--- src/rtl/decoder_arbiter_if.sv ---
// Handshake bundle between the requesters and the round-robin grant decoder.
interface decoder_arbiter_if;
  logic [3:0] req;
  logic [1:0] grant_addr;
  logic       grant_en;
  logic [3:0] grant;
  logic       busy;

  modport master (
    output req,
    input  grant_addr,
    input  grant_en,
    input  grant,
    input  busy
  );

  modport slave (
    input  req,
    output grant_addr,
    output grant_en,
    output grant,
    output busy
  );
endinterface

--- src/rtl/decoder_arbiter.sv ---
// Round-robin arbiter for four requesters driving a 2-to-4 decoder, with a
// per-grant hold limit and a guaranteed idle cycle between grants.
module decoder_arbiter #(
  parameter int HOLD_MAX = 8
) (
  input logic               clk,
  input logic               reset,
  decoder_arbiter_if.slave  bus
);

  typedef enum logic {
    IDLE  = 1'b0,
    GRANT = 1'b1
  } state_t;

  state_t      r_state;
  logic [1:0]  r_ptr;
  logic [7:0]  r_hold_cnt;
  logic [1:0]  r_grant_addr;
  logic        r_grant_en;
  logic [3:0]  r_grant;
  logic        r_busy;

  logic [1:0]  w_sel;
  logic [1:0]  w_idx;
  logic        w_keep;

  localparam logic [7:0] HOLD_LIMIT = 8'(HOLD_MAX);

  function automatic logic [3:0] decode2to4(input logic [1:0] a);
    logic [3:0] d;
    case (a)
      2'd0:    d = 4'b0001;
      2'd1:    d = 4'b0010;
      2'd2:    d = 4'b0100;
      2'd3:    d = 4'b1000;
      default: d = 4'b0000;
    endcase
    return d;
  endfunction

  // Scan from the farthest offset back to ptr so the nearest requester wins.
  always_comb begin
    w_sel = r_ptr;
    w_idx = r_ptr;
    for (int i = 3; i >= 0; i--) begin
      w_idx = r_ptr + 2'(i);
      if (bus.req[w_idx]) begin
        w_sel = w_idx;
      end else begin
        w_sel = w_sel;
      end
    end
  end

  always_comb begin
    if (bus.req[r_grant_addr] && (r_hold_cnt < HOLD_LIMIT)) begin
      w_keep = 1'b1;
    end else begin
      w_keep = 1'b0;
    end
  end

  always_ff @(posedge clk or posedge reset) begin
    if (reset) begin
      r_state      <= IDLE;
      r_ptr        <= 2'd0;
      r_hold_cnt   <= 8'd0;
      r_grant_addr <= 2'd0;
      r_grant_en   <= 1'b0;
      r_grant      <= 4'b0000;
      r_busy       <= 1'b0;
    end else begin
      case (r_state)
        IDLE: begin
          if (|bus.req) begin
            r_state      <= GRANT;
            r_grant_addr <= w_sel;
            r_grant_en   <= 1'b1;
            r_grant      <= decode2to4(w_sel);
            r_busy       <= 1'b1;
            r_hold_cnt   <= 8'd1;
          end else begin
            r_state <= IDLE;
          end
        end
        GRANT: begin
          if (w_keep) begin
            r_hold_cnt <= r_hold_cnt + 8'd1;
          end else begin
            // Releasing always lands in IDLE, which forces the idle gap before the next grant.
            r_state    <= IDLE;
            r_grant_en <= 1'b0;
            r_grant    <= 4'b0000;
            r_busy     <= 1'b0;
            r_hold_cnt <= 8'd0;
            r_ptr      <= r_grant_addr + 2'd1;
          end
        end
        default: begin
          r_state    <= IDLE;
          r_grant_en <= 1'b0;
          r_grant    <= 4'b0000;
          r_busy     <= 1'b0;
          r_hold_cnt <= 8'd0;
        end
      endcase
    end
  end

  assign bus.grant_addr = r_grant_addr;
  assign bus.grant_en   = r_grant_en;
  assign bus.grant      = r_grant;
  assign bus.busy       = r_busy;

endmodule

--- src/flat_wrapper.sv ---
// flat-port wrapper written by rule: the top's interface ports become plain ports
module decoder_arbiter_flat 
#(
  parameter int HOLD_MAX = 8
)
  (clk, reset, bus_req, bus_grant_addr, bus_grant_en, bus_grant, bus_busy);
  decoder_arbiter_if bus_i ();
  input logic clk;
  input logic reset;
  input wire logic [$bits(bus_i.req)-1:0] bus_req;
  output wire logic [$bits(bus_i.grant_addr)-1:0] bus_grant_addr;
  output wire logic [$bits(bus_i.grant_en)-1:0] bus_grant_en;
  output wire logic [$bits(bus_i.grant)-1:0] bus_grant;
  output wire logic [$bits(bus_i.busy)-1:0] bus_busy;
  assign bus_i.req = bus_req;
  assign bus_grant_addr = bus_i.grant_addr;
  assign bus_grant_en = bus_i.grant_en;
  assign bus_grant = bus_i.grant;
  assign bus_busy = bus_i.busy;
  decoder_arbiter #(.HOLD_MAX(HOLD_MAX)) u_core (.clk(clk), .reset(reset), .bus(bus_i));
endmodule
--- config.mk ---
export PLATFORM = sky130hd
export DESIGN_NAME = decoder_arbiter_flat
export DESIGN_NICKNAME = d
export VERILOG_FILES = /design/src/rtl/decoder_arbiter_if.sv /design/src/rtl/decoder_arbiter.sv /design/src/flat_wrapper.sv
export SDC_FILE = /design/constraint.sdc
export NUM_CORES = 1
export LEC_CHECK = 0
export ABC_CLOCK_PERIOD_IN_PS = 5100
export BUFFER_PORTS_ARGS = -buffer_cell sky130_fd_sc_hd__buf_2
export CORE_MARGIN = 5
export CORE_UTILIZATION = 49
export CTS_CLUSTER_SIZE = 25
export DETAILED_ROUTE_END_ITERATION = 10
export PLACE_DENSITY = 0.71
export SETUP_SLACK_MARGIN = 0.2
export SYNTH_ARGS = -nofsm -noshare
export SYNTH_HDL_FRONTEND = slang
export SYNTH_SLANG_ARGS = --single-unit
--- constraint.sdc ---
create_clock -name clk -period 5.1 [get_ports clk]
set_input_delay 1.02 -clock clk [delete_from_list [all_inputs] [get_ports clk]]
set_output_delay 1.02 -clock clk [all_outputs]
set_load 0.005 [all_outputs]
==> results of run 1 <==
worst min-delay path by stage:
stage                              start                    to  slack (ns)  cells after the start
floorplan           u_core.r_hold_cnt[3]  u_core.r_hold_cnt[3]        0.47                      2
global placement     u_core.bus.grant[2]   u_core.bus.grant[2]        0.48                      1
detailed placement   u_core.bus.grant[3]   u_core.bus.grant[3]        0.48                      1
CTS                  u_core.bus.grant[1]   u_core.bus.grant[1]        0.51                      1
global route         u_core.bus.grant[1]   u_core.bus.grant[1]        0.52                      1
finish               u_core.bus.grant[1]   u_core.bus.grant[1]        0.50                      1
routing by layer:
| layer | vias up | global-route usage (%) | routed length (um) |
|---|---|---|---|
| met5 | - | 0 | 0 |
| met4 | 0 | 2.55 | 0 |
| met3 | 0 | 5.92 | 72 |
| met2 | 12 | 26.4 | 913 |
| met1 | 344 | 22.7 | 897 |
| li1 | 341 | - | - |
power by group:
part           switching (uW)  internal (uW)
Clock                    44.8           43.5
Sequential               51.9            189
Combinational             113            102
Total                     209            334
state kept, by name, summed over array words and instances, names as in the netlist:
signal / flops
u_core.r_hold_cnt: 8
u_core.bus.grant: 4
u_core.bus.grant_addr: 2
u_core.r_ptr: 2
u_core.bus.grant_en: 1
u_core.r_state: 1
final cells by class:
class | count | area (um^2) | share of cell area, %
inverters | 8 | 30.0 | 2.93
clock buffers | 4 | 36.3 | 3.55
well taps | 25 | 31.3 | 3.06
flip-flops and latches | 18 | 450 | 44.0
repair buffers | 13 | 65.1 | 6.36
multi-input cells | 56 | 410 | 40.1
cell families after synthesis:
kind of cell / count (synthesis) / synth area share (%)
AND/OR/NAND/NOR: 25 / 15.1
AO/OA/AOI/OAI: 24 / 20.7
flip-flops: 18 / 49.3
buffers and inverters: 11 / 5.75
XOR/XNOR: 3 / 2.88
multiplexers: 3 / 4.93
adder cells (fa/ha/maj): 1 / 1.37
worst register-to-register path: cells and delay by family, from the launching register on:
kind | cells | cell delay [ns]
AOI/OAI and AO/OA | 2 | 0.56
DFF | 1 | 0.45
muxes | 1 | 0.58
and+or+nand+nor | 1 | 0.12
layout by cell type, fill, tap and decap left out, types with 3 or more instances in the layout:
cell type / Yosys / final
buf_2: 0 / 13
nand2_1: 4 / 4
and3_1: 3 / 3
nor2_1: 6 / 6
clkbuf_4: 0 / 3
o21ai_0: 4 / 4
a21oi_1: 5 / 5
a32o_1: 4 / 4
dfrtp_1: 18 / 18
inv_1: 8 / 8
per-stage QoR:
stage	cell area, um^2	util (%)
2_1_floorplan	913	-
3_3_place_gp	987	56.6
3_5_place_dp	987	56.6
4_1_cts	1020	58.6
5_1_grt	1020	58.6
6_report	1020	58.6
==> results.ini, run 1 <==
[global_routing]
grt_pass1_vias=749
grtUsageTotal_pct=16.8
grt_first_pass_wirelength_um=3480
grt_max_degree=19
antenna_found_initial=0
grt-ovfl-total=0

[clock_tree]
cts_made_buffers=3
cts_resized=0
path_clk_slew_ns=0.10
root_buffer=clkbuf_4
postCtsSetupBuffers=0
cts_tree=done
clk_latency_ns=0.29
h-tree-depth=1
clkSinkCount=18
cts_buffer_depth=2
ctsHoldBuffers=0

[sta]
post-route-min-period_ns=2.19
rsz0062_at_grt=false
maxSlewViolCount=0
tns_ns=0
worst_slew_pin_slew_ns=0.685
slew_headroom_pct=54.3
fmax_mhz=456
holdWs_ns=0.501
timing.final.crit_share_pct=43.0
setup_violations=0
fin_skew_ns=0.00167
fin_ws_ns=2.91
report.final.hold_viol_count=0

[floorplan]
start_util_pct=52.3
die_area_um2=2830
core_um2=1750
rows=15
die_h_um=53.2
die_w_um=53.2
io_pins=14

[synth]
ys_ff_latch=18
syn_area_um2=913
ys_types=34
synth_common_cells=18 x dfrtp_1, 8 x inv_1, 6 x nor2_1
synth_top_flop_cell=dfrtp_1
syn-num-nets=92
synth_edf_count=0
yosys_warnings=0
synth.top_cell.area_share_pct=49.3
netlist.top_cell.by_area=dfrtp_1
synth_most_common_cell=dfrtp_1
avgSynthCellArea_um2=10.7
synthCells=85
synthArstFlopShare_pct=100
yosysSeqAreaShare_pct=49.3
ys_top_cells_by_area=dfrtp_1 49%, a32o_1 4.4%, inv_1 3.3%, a21oi_1 2.7%, mux2_2 2.5%

[routing]
wl_per_cell_um=15.2
ant_nets=0
drt-initial-drc-count=8
first_pass_iters=4
wl_um=1880
vias=697
routed_via_density=5.62
route.detailed.drc=0

[layout]
n_fill_cell=161
area_growth_pct=12.1
antennaDiodeCount=0
nets=107
drive_gt1_share_pct=24.2
stdcell_count=124

[setup_path]
crit_fanout=8
reg2reg_to=u_core.bus.grant[2]
required_ns=5.29
cp_slowest_cell=mux4_2
setup.worst_path.start=bus_req[3]
crit_type=in2reg
reg2reg_slack_ns=3.28
crit_cells=5
crit_chain=buf_2 -> mux4_2 -> a31oi_4 -> nor2_2 -> a32o_1
end_kind=flop
cp_top_family=compound AO/OA/AOI/OAI gates
regToRegStartpoint=u_core.bus.grant_addr[0]
cp.buffers_inverters=1
worstPathArrival_ns=2.38
crit_path_max_incr_delay_ns=0.52
crit_end=u_core.bus.grant[2]
start_kind=primary input
worstRegToRegCells=4

[placed_design]
port_buffers=13
hpwl_um=1380
numPlacedInstances=120
dp_slack_ns=2.61
gp_congestion=0.795

[run]
drv_cap=0

[pwr]
total_leakage_power_uw=0.000469
power_density_nw_per_um2=531
peakVddDrop_mv=0.257
finalPower_uw=544

[hold_path]
hp-class=reg2reg

[run_status]
status=finished, final reports clean

Power figures use the tool's default switching activity.
==> run 2, diff against run 1 <==
--- a/config.mk
+++ b/config.mk
@@ -5,7 +5,8 @@
 export SDC_FILE = /design/constraint.sdc
 export NUM_CORES = 1
 export LEC_CHECK = 0
-export ABC_CLOCK_PERIOD_IN_PS = 5100
+export ABC_AREA = 1
+export ABC_CLOCK_PERIOD_IN_PS = 2100
 export BUFFER_PORTS_ARGS = -buffer_cell sky130_fd_sc_hd__buf_2
 export CORE_MARGIN = 5
 export CORE_UTILIZATION = 49
==> constraint.sdc (replaced) <==
create_clock -name clk -period 2.1 [get_ports clk]
set_input_delay 0.42 -clock clk [delete_from_list [all_inputs] [get_ports clk]]
set_output_delay 0.42 -clock clk [all_outputs]
set_load 0.005 [all_outputs]
==> run 2 against run 1 <==
- cell area rose by 13%
- sequential cell count did not move
- die area rose by 11%
- clock skew rose by 0.0010 ns
- global-route usage fell by 3.3 points
- clock power rose by 140%
==> results.ini, run 2 <==
[global_routing]
grt_max_degree=19  ; unchanged
grt_pass1_vias=827  ; was 749
grtUsageTotal_pct=13.6  ; was 16.8%
grt-ovfl-total=0  ; unchanged
antenna_found_initial=0  ; unchanged
grt_first_pass_wirelength_um=3480  ; unchanged

[pwr]
peakVddDrop_mv=0.652  ; was 0.257 mV
power_density_nw_per_um2=1470  ; was 531 nW/um^2
finalPower_uw=1700  ; was 544 uW
total_leakage_power_uw=0.000625  ; was 0.000469 uW

[routing]
first_pass_iters=4  ; unchanged
drt-initial-drc-count=15  ; was 8
ant_nets=0  ; unchanged
routed_via_density=4.92  ; was 5.62
wl_um=1910  ; was 1880 um
vias=876  ; was 697
route.detailed.drc=0  ; unchanged
wl_per_cell_um=10.7  ; was 15.2 um

[clock_tree]
clk_latency_ns=0.29  ; about the same
root_buffer=clkbuf_4  ; unchanged
cts_buffer_depth=2  ; unchanged
cts_tree=done  ; unchanged
path_clk_slew_ns=0.10  ; about the same
cts_resized=0  ; unchanged
postCtsSetupBuffers=0  ; unchanged
ctsHoldBuffers=0  ; unchanged
cts_made_buffers=3  ; unchanged
clkSinkCount=18  ; unchanged
h-tree-depth=1  ; unchanged

[run]
drv_cap=0  ; unchanged

[synth]
ys_ff_latch=18  ; unchanged
ys_top_cells_by_area=dfrtp_1 43%, nand2_1 15%, nand2_2 8.4%, inv_1 6.5%, nand3_1 4.3%  ; was dfrtp_1 49%, a32o_1 4.4%, inv_1 3.3%, a21oi_1 2.7%, mux2_2 2.5%
synth_common_cells=41 x nand2_1, 18 x dfrtp_1, 18 x inv_1  ; was 18 x dfrtp_1, 8 x inv_1, 6 x nor2_1
ys_types=25  ; was 34
yosys_warnings=0  ; unchanged
synthCells=136  ; was 85
syn-num-nets=143  ; was 92
yosysSeqAreaShare_pct=43.2  ; was 49.3%
avgSynthCellArea_um2=7.67  ; was 10.7 um^2
synth_most_common_cell=nand2_1  ; was dfrtp_1
synthArstFlopShare_pct=100  ; unchanged
syn_area_um2=1040  ; was 913 um^2
synth.top_cell.area_share_pct=43.2  ; was 49.3%
synth_top_flop_cell=dfrtp_1  ; unchanged
synth_edf_count=0  ; unchanged
netlist.top_cell.by_area=dfrtp_1  ; unchanged

[floorplan]
core_um2=2000  ; was 1750 um^2
die_w_um=56.1  ; was 53.2 um
die_area_um2=3150  ; was 2830 um^2
rows=16  ; was 15
start_util_pct=52.1  ; was 52.3%
die_h_um=56.1  ; was 53.2 um
io_pins=14  ; unchanged

[sta]
timing.final.crit_share_pct=76.0
tns_ns=0  ; unchanged
fmax_mhz=626
maxSlewViolCount=0  ; unchanged
report.final.hold_viol_count=0  ; unchanged
setup_violations=0  ; unchanged
worst_slew_pin_slew_ns=0.674  ; was 0.685 ns
fin_skew_ns=0.00271  ; was 0.00167 ns
slew_headroom_pct=55.0  ; was 54.3%
post-route-min-period_ns=1.60
rsz0062_at_grt=false  ; unchanged
holdWs_ns=0.213  ; was 0.501 ns

[setup_path]
crit_fanout=9  ; was 8
cp_slowest_cell=dfrtp_1  ; was mux4_2
start_kind=flop  ; was primary input
worstPathArrival_ns=1.78  ; was 2.38 ns
crit_chain=nand2_1 -> nand2_2 -> nand2_2 -> nand2_2 -> inv_1 -> nand2_2 -> nand2_2 -> nand2_2 -> nand2_1 -> nand3_1 -> nand2_1  ; was buf_2 -> mux4_2 -> a31oi_4 -> nor2_2 -> a32o_1
end_kind=flop  ; unchanged
crit_type=reg2reg  ; was in2reg
required_ns=2.28  ; was 5.29 ns
worstRegToRegCells=11  ; was 4
path_common_cell=nand2_2
crit_path_max_incr_delay_ns=0.60  ; was 0.52 ns

[placed_design]
placedInstanceArea_um2=1120  ; was 987 um^2
port_buffers=13  ; unchanged
hpwl_um=1540  ; was 1380 um
gp_congestion=0.843  ; was 0.795

[layout]
top_register=u_core.r_hold_cnt  ; unchanged
layout_common_cells=41 x nand2_1, 18 x inv_1, 18 x dfrtp_1, 14 x nand2_2, 13 x buf_2  ; was 18 x dfrtp_1, 13 x buf_2, 8 x inv_1, 6 x nor2_1, 5 x a21oi_1
nets=159  ; was 107
drive_gt1_share_pct=25.2  ; was 24.2%
n_fill_cell=200  ; was 161
fin_area_um2=1160  ; was 1020 um^2
area_growth_pct=11.2  ; was 12.1%
antennaDiodeCount=0  ; unchanged
largest_reg_flops=8  ; unchanged
layout_commonest_cell=nand2_1  ; was dfrtp_1

[hold_path]
hp-class=in2async  ; was reg2reg

[run_status]
status=finished, final reports clean  ; unchanged

run 2: cell types whose count changed after synthesis, sizes merged, moves of 3 or more:
| cell | delta |
|---|---|
| nand2 | +51 |
| inv | +12 |
| a32o | -4 |
| nand3 | +9 |
| and3 | -3 |
| a21oi | -3 |
| o21ai | +4 |
run 2: critical path, delay by kind of cell, from the launching register on:
kind                   cells  cell delay, ns
buffers and inverters      1            0.05
DFF                        1            0.60
and+or+nand+nor           10            0.85
run 2: worst paths after layout:
kind	startpoint	to	slack (ns)
max reg2reg	u_core.r_ptr[0]	u_core.bus.grant[1]	0.50
min	reset	u_core.bus.grant[0]	0.21
min reg2reg	u_core.bus.grant[0]	u_core.bus.grant[0]	0.48
min in group clk	u_core.bus.grant[0]	u_core.bus.grant[0]	0.48
max	u_core.r_ptr[0]	u_core.bus.grant[1]	0.50
max in group asynchronous	reset	u_core.r_hold_cnt[1]	1.46
run 2: stage by stage:
stage                     setup WS [ns]  util, %  std cells
final                             0.503     57.9        178
after CTS                         0.517     57.9        178
after floorplan                   0.782        -        136
after global routing              0.331     57.9        178
after detailed placement          0.499     56.1        174
after global placement            0.555     56.1        174
run 2: area by class of cell:
| cell class | instances | area [um^2] | share of cell area [%] |
|---|---|---|---|
| multi-input combinational | 96 | 494 | 42.6 |
| sequential | 18 | 450 | 38.8 |
| inverter | 20 | 80.1 | 6.90 |
| timing repair buffer | 13 | 65.1 | 5.61 |
| clock buffer | 4 | 36.3 | 3.13 |
| tap | 27 | 33.8 | 2.91 |
run 2: kinds of logic after synthesis:
kind of cell / after synthesis / synth area share (%)
buffers and inverters: 22 / 9.47
AO/OA/AOI/OAI: 14 / 8.99
flip-flops: 18 / 43.2
AND/OR/NAND/NOR: 78 / 34.7
XOR/XNOR: 3 / 2.52
adder cells (fa/ha/maj): 1 / 1.20
run 2: report_power, final:
| group | internal, uW | switching [uW] | total [uW] |
|---|---|---|---|
| combinational | 348 | 560 | 908 |
| clock | 106 | 103 | 209 |
| sequential | 450 | 134 | 585 |
run 2: metal layers:
metal  global-route usage, %  vias to the layer above  share of wire [%]
li1                        -                      453                  -
met1                    17.5                      404                 46
met2                    22.0                       17                 49
met3                    3.25                        2                4.0
met4                    4.75                        0               0.52
met5                       0                        -                  0
==> run 3, diff against run 2 <==
--- a/config.mk
+++ b/config.mk
@@ -6,7 +6,7 @@
 export NUM_CORES = 1
 export LEC_CHECK = 0
 export ABC_AREA = 1
-export ABC_CLOCK_PERIOD_IN_PS = 2100
+export ABC_CLOCK_PERIOD_IN_PS = 1550
 export BUFFER_PORTS_ARGS = -buffer_cell sky130_fd_sc_hd__buf_2
 export CORE_MARGIN = 5
 export CORE_UTILIZATION = 49
==> constraint.sdc (replaced) <==
create_clock -name clk -period 1.55 [get_ports clk]
set_input_delay 0.31 -clock clk [delete_from_list [all_inputs] [get_ports clk]]
set_output_delay 0.31 -clock clk [all_outputs]
set_load 0.005 [all_outputs]
==> run 3 against run 2 <==
- the run now ends with negative hold slack left
- clock power grew 40%
- worst hold slack got worse by 0.22 ns
- register-to-register slack got worse by 0.39 ns
- largest power group unchanged
- final cell count rose by 5.6%
- utilization is 7.9 points higher
- largest cell class unchanged
==> results.ini, run 3 (synthesis gave the netlist of run 2 again) <==
[run_status]
status=complete, but fails checks  ; was finished, final reports clean
violations=negative hold slack

[setup_path]
crit_type=reg2reg  ; unchanged
worstPathArrival_ns=1.64  ; was 1.78 ns
start_kind=flop  ; unchanged
required_ns=1.75  ; was 2.28 ns
crit_fanout=7  ; was 9
end_kind=flop  ; unchanged

[sta]
maxSlewViolCount=0  ; unchanged
fin_skew_ns=0.00248  ; was 0.00271 ns
fmax_mhz=697  ; was 626 MHz
holdWs_ns=-0.00588  ; was 0.213 ns
post-route-min-period_ns=1.43  ; was 1.60 ns
worst_slew_pin_slew_ns=0.299  ; was 0.674 ns
setup_violations=0  ; unchanged
slew_headroom_pct=79.9  ; was 55.0%
rsz0062_at_grt=true  ; was false
tns_ns=0  ; unchanged
timing.final.crit_share_pct=92.5  ; was 76.0%
report.final.hold_viol_count=11  ; was 0

[clock_tree]
clk_latency_ns=0.30  ; was 0.29 ns
path_clk_slew_ns=0.10  ; about the same
cts_tree=done  ; unchanged
clkSinkCount=18  ; unchanged
ctsHoldBuffers=0  ; unchanged
cts_buffer_depth=2  ; unchanged
cts_made_buffers=3  ; unchanged
h-tree-depth=1  ; unchanged
root_buffer=clkbuf_4  ; unchanged

[global_routing]
grt-ovfl-total=0  ; unchanged
grt_pass1_vias=933  ; was 827
grt_max_degree=19  ; unchanged
grtUsageTotal_pct=15.5  ; was 13.6%
grt_first_pass_wirelength_um=3980  ; was 3480 um
antenna_found_initial=0  ; unchanged

[placed_design]
hpwl_um=1640  ; was 1540 um
numPlacedInstances=178  ; was 174
port_buffers=13  ; unchanged
gp_congestion=0.817  ; was 0.843

[routing]
wl_per_cell_um=12.2  ; was 10.7 um
drt-initial-drc-count=35  ; was 15
wl_um=2290  ; was 1910 um
first_pass_iters=4  ; unchanged
vias=950  ; was 876
ant_nets=0  ; unchanged
routed_via_density=5.05  ; was 4.92
route.detailed.drc=0  ; unchanged

[floorplan]
io_pins=14  ; unchanged
die_h_um=56.1  ; unchanged
core_um2=2000  ; unchanged
rows=16  ; unchanged
die_area_um2=3150  ; unchanged
start_util_pct=52.1  ; unchanged
die_w_um=56.1  ; unchanged

[pwr]
internal-power_uw=1390  ; was 904 uW
finalPower_uw=2640  ; was 1700 uW
total_leakage_power_uw=0.000707  ; was 0.000625 uW
swShare_pct=47.2  ; was 46.9%
power.share.combinational_pct=58.9  ; was 53.4%
power_density_nw_per_um2=2000  ; was 1470 nW/um^2
seq_power_share_pct=30.0  ; was 34.4%
p_switching_uw=1240  ; was 798 uW
peakVddDrop_mv=0.985  ; was 0.652 mV
power.share.clock_pct=11.1  ; was 12.3%

[layout]
drive_gt1_share_pct=38.5  ; was 25.2%
stdcell_count=188  ; was 178
nets=169  ; was 159
antennaDiodeCount=0  ; unchanged
area_growth_pct=26.3  ; was 11.2%
top_register=u_core.r_hold_cnt  ; unchanged
layout_commonest_cell=nand2_1  ; unchanged
largest_reg_flops=8  ; unchanged
utilization_pct=65.8  ; was 57.9%
layout_common_cells=35 x nand2_1, 17 x inv_1, 15 x dfrtp_1, 13 x buf_2, 12 x nand2_2  ; was 41 x nand2_1, 18 x inv_1, 18 x dfrtp_1, 14 x nand2_2, 13 x buf_2

[run]
drv_cap=0  ; unchanged

[hold_path]
hp-class=in2async  ; unchanged

[run 3: cell type report]
| class | count | area [um^2] |
|---|---|---|
| clock buffer | 4 | 36.3 |
| fill | 183 | 684 |
| inverter | 20 | 82.6 |
| multi-input combinational | 96 | 567 |
| sequential | 18 | 454 |
| tap | 27 | 33.8 |
| timing repair buffer | 23 | 144 |
[run 3: metrics by stage]
stage                     setup slack [ns]  hold slack, ns  instance area, um^2
after global routing                0.0182          0.0112                 1320
after global placement              0.0490           0.332                 1150
after detailed placement            0.0113           0.338                 1150
final                                0.116        -0.00588                 1320
after floorplan                      0.238           0.249                 1040
after CTS                            0.117         0.00415                 1250
[run 3: path summary, 6_finish.rpt]
check / start / end / slack, ns / depth (start not counted)
max reg2reg: u_core.r_ptr[0] / u_core.bus.grant[1] / 0.12 / 12
min reg2reg: u_core.bus.grant[3] / u_core.bus.grant[3] / 0.48 / 2
max in group asynchronous: reset / u_core.r_ptr[1] / 1.35 / 3
min: reset / u_core.r_hold_cnt[7] / -0.006 / 3
min in group clk: u_core.bus.grant[3] / u_core.bus.grant[3] / 0.48 / 2
max: u_core.r_ptr[0] / u_core.bus.grant[1] / 0.12 / 12
[run 3: per-layer routing]
layer  GRT usage [%]  wire [um]  vias to the layer above
met5               0          0                        -
met4            7.46         68                        0
met3            3.02         83                        7
met2            27.7       1200                       24
met1            17.4        941                      440
li1                -          -                      479
[run 3: timing repair]
item	CTS	global route
setup buffers	3	3
gates resized for setup	17	13
setup endpoints to repair	6	13
pin swaps	8	4
[run 3: critical path: stages (launching register included)]
cell and delay [ns]:
dfrtp_2 0.47, clkinv_4 0.12, nand2_2 0.06, nand2_2 0.09
nand2_1 0.06, nand2_1 0.05, nand2_1 0.06, nand2_2 0.08
nand2_2 0.07, nand2_4 0.08, nand2_2 0.06, nand3_1 0.08
nand2_1 0.05
[run 3: power by group through the flow]
stage,clock [uW],sequential [uW],combinational [uW]
global route,326,820,1730
CTS,301,784,1410
finish,293,790,1550
floorplan,0,746,1040
global placement,0,793,1230
detailed placement,0,798,1250
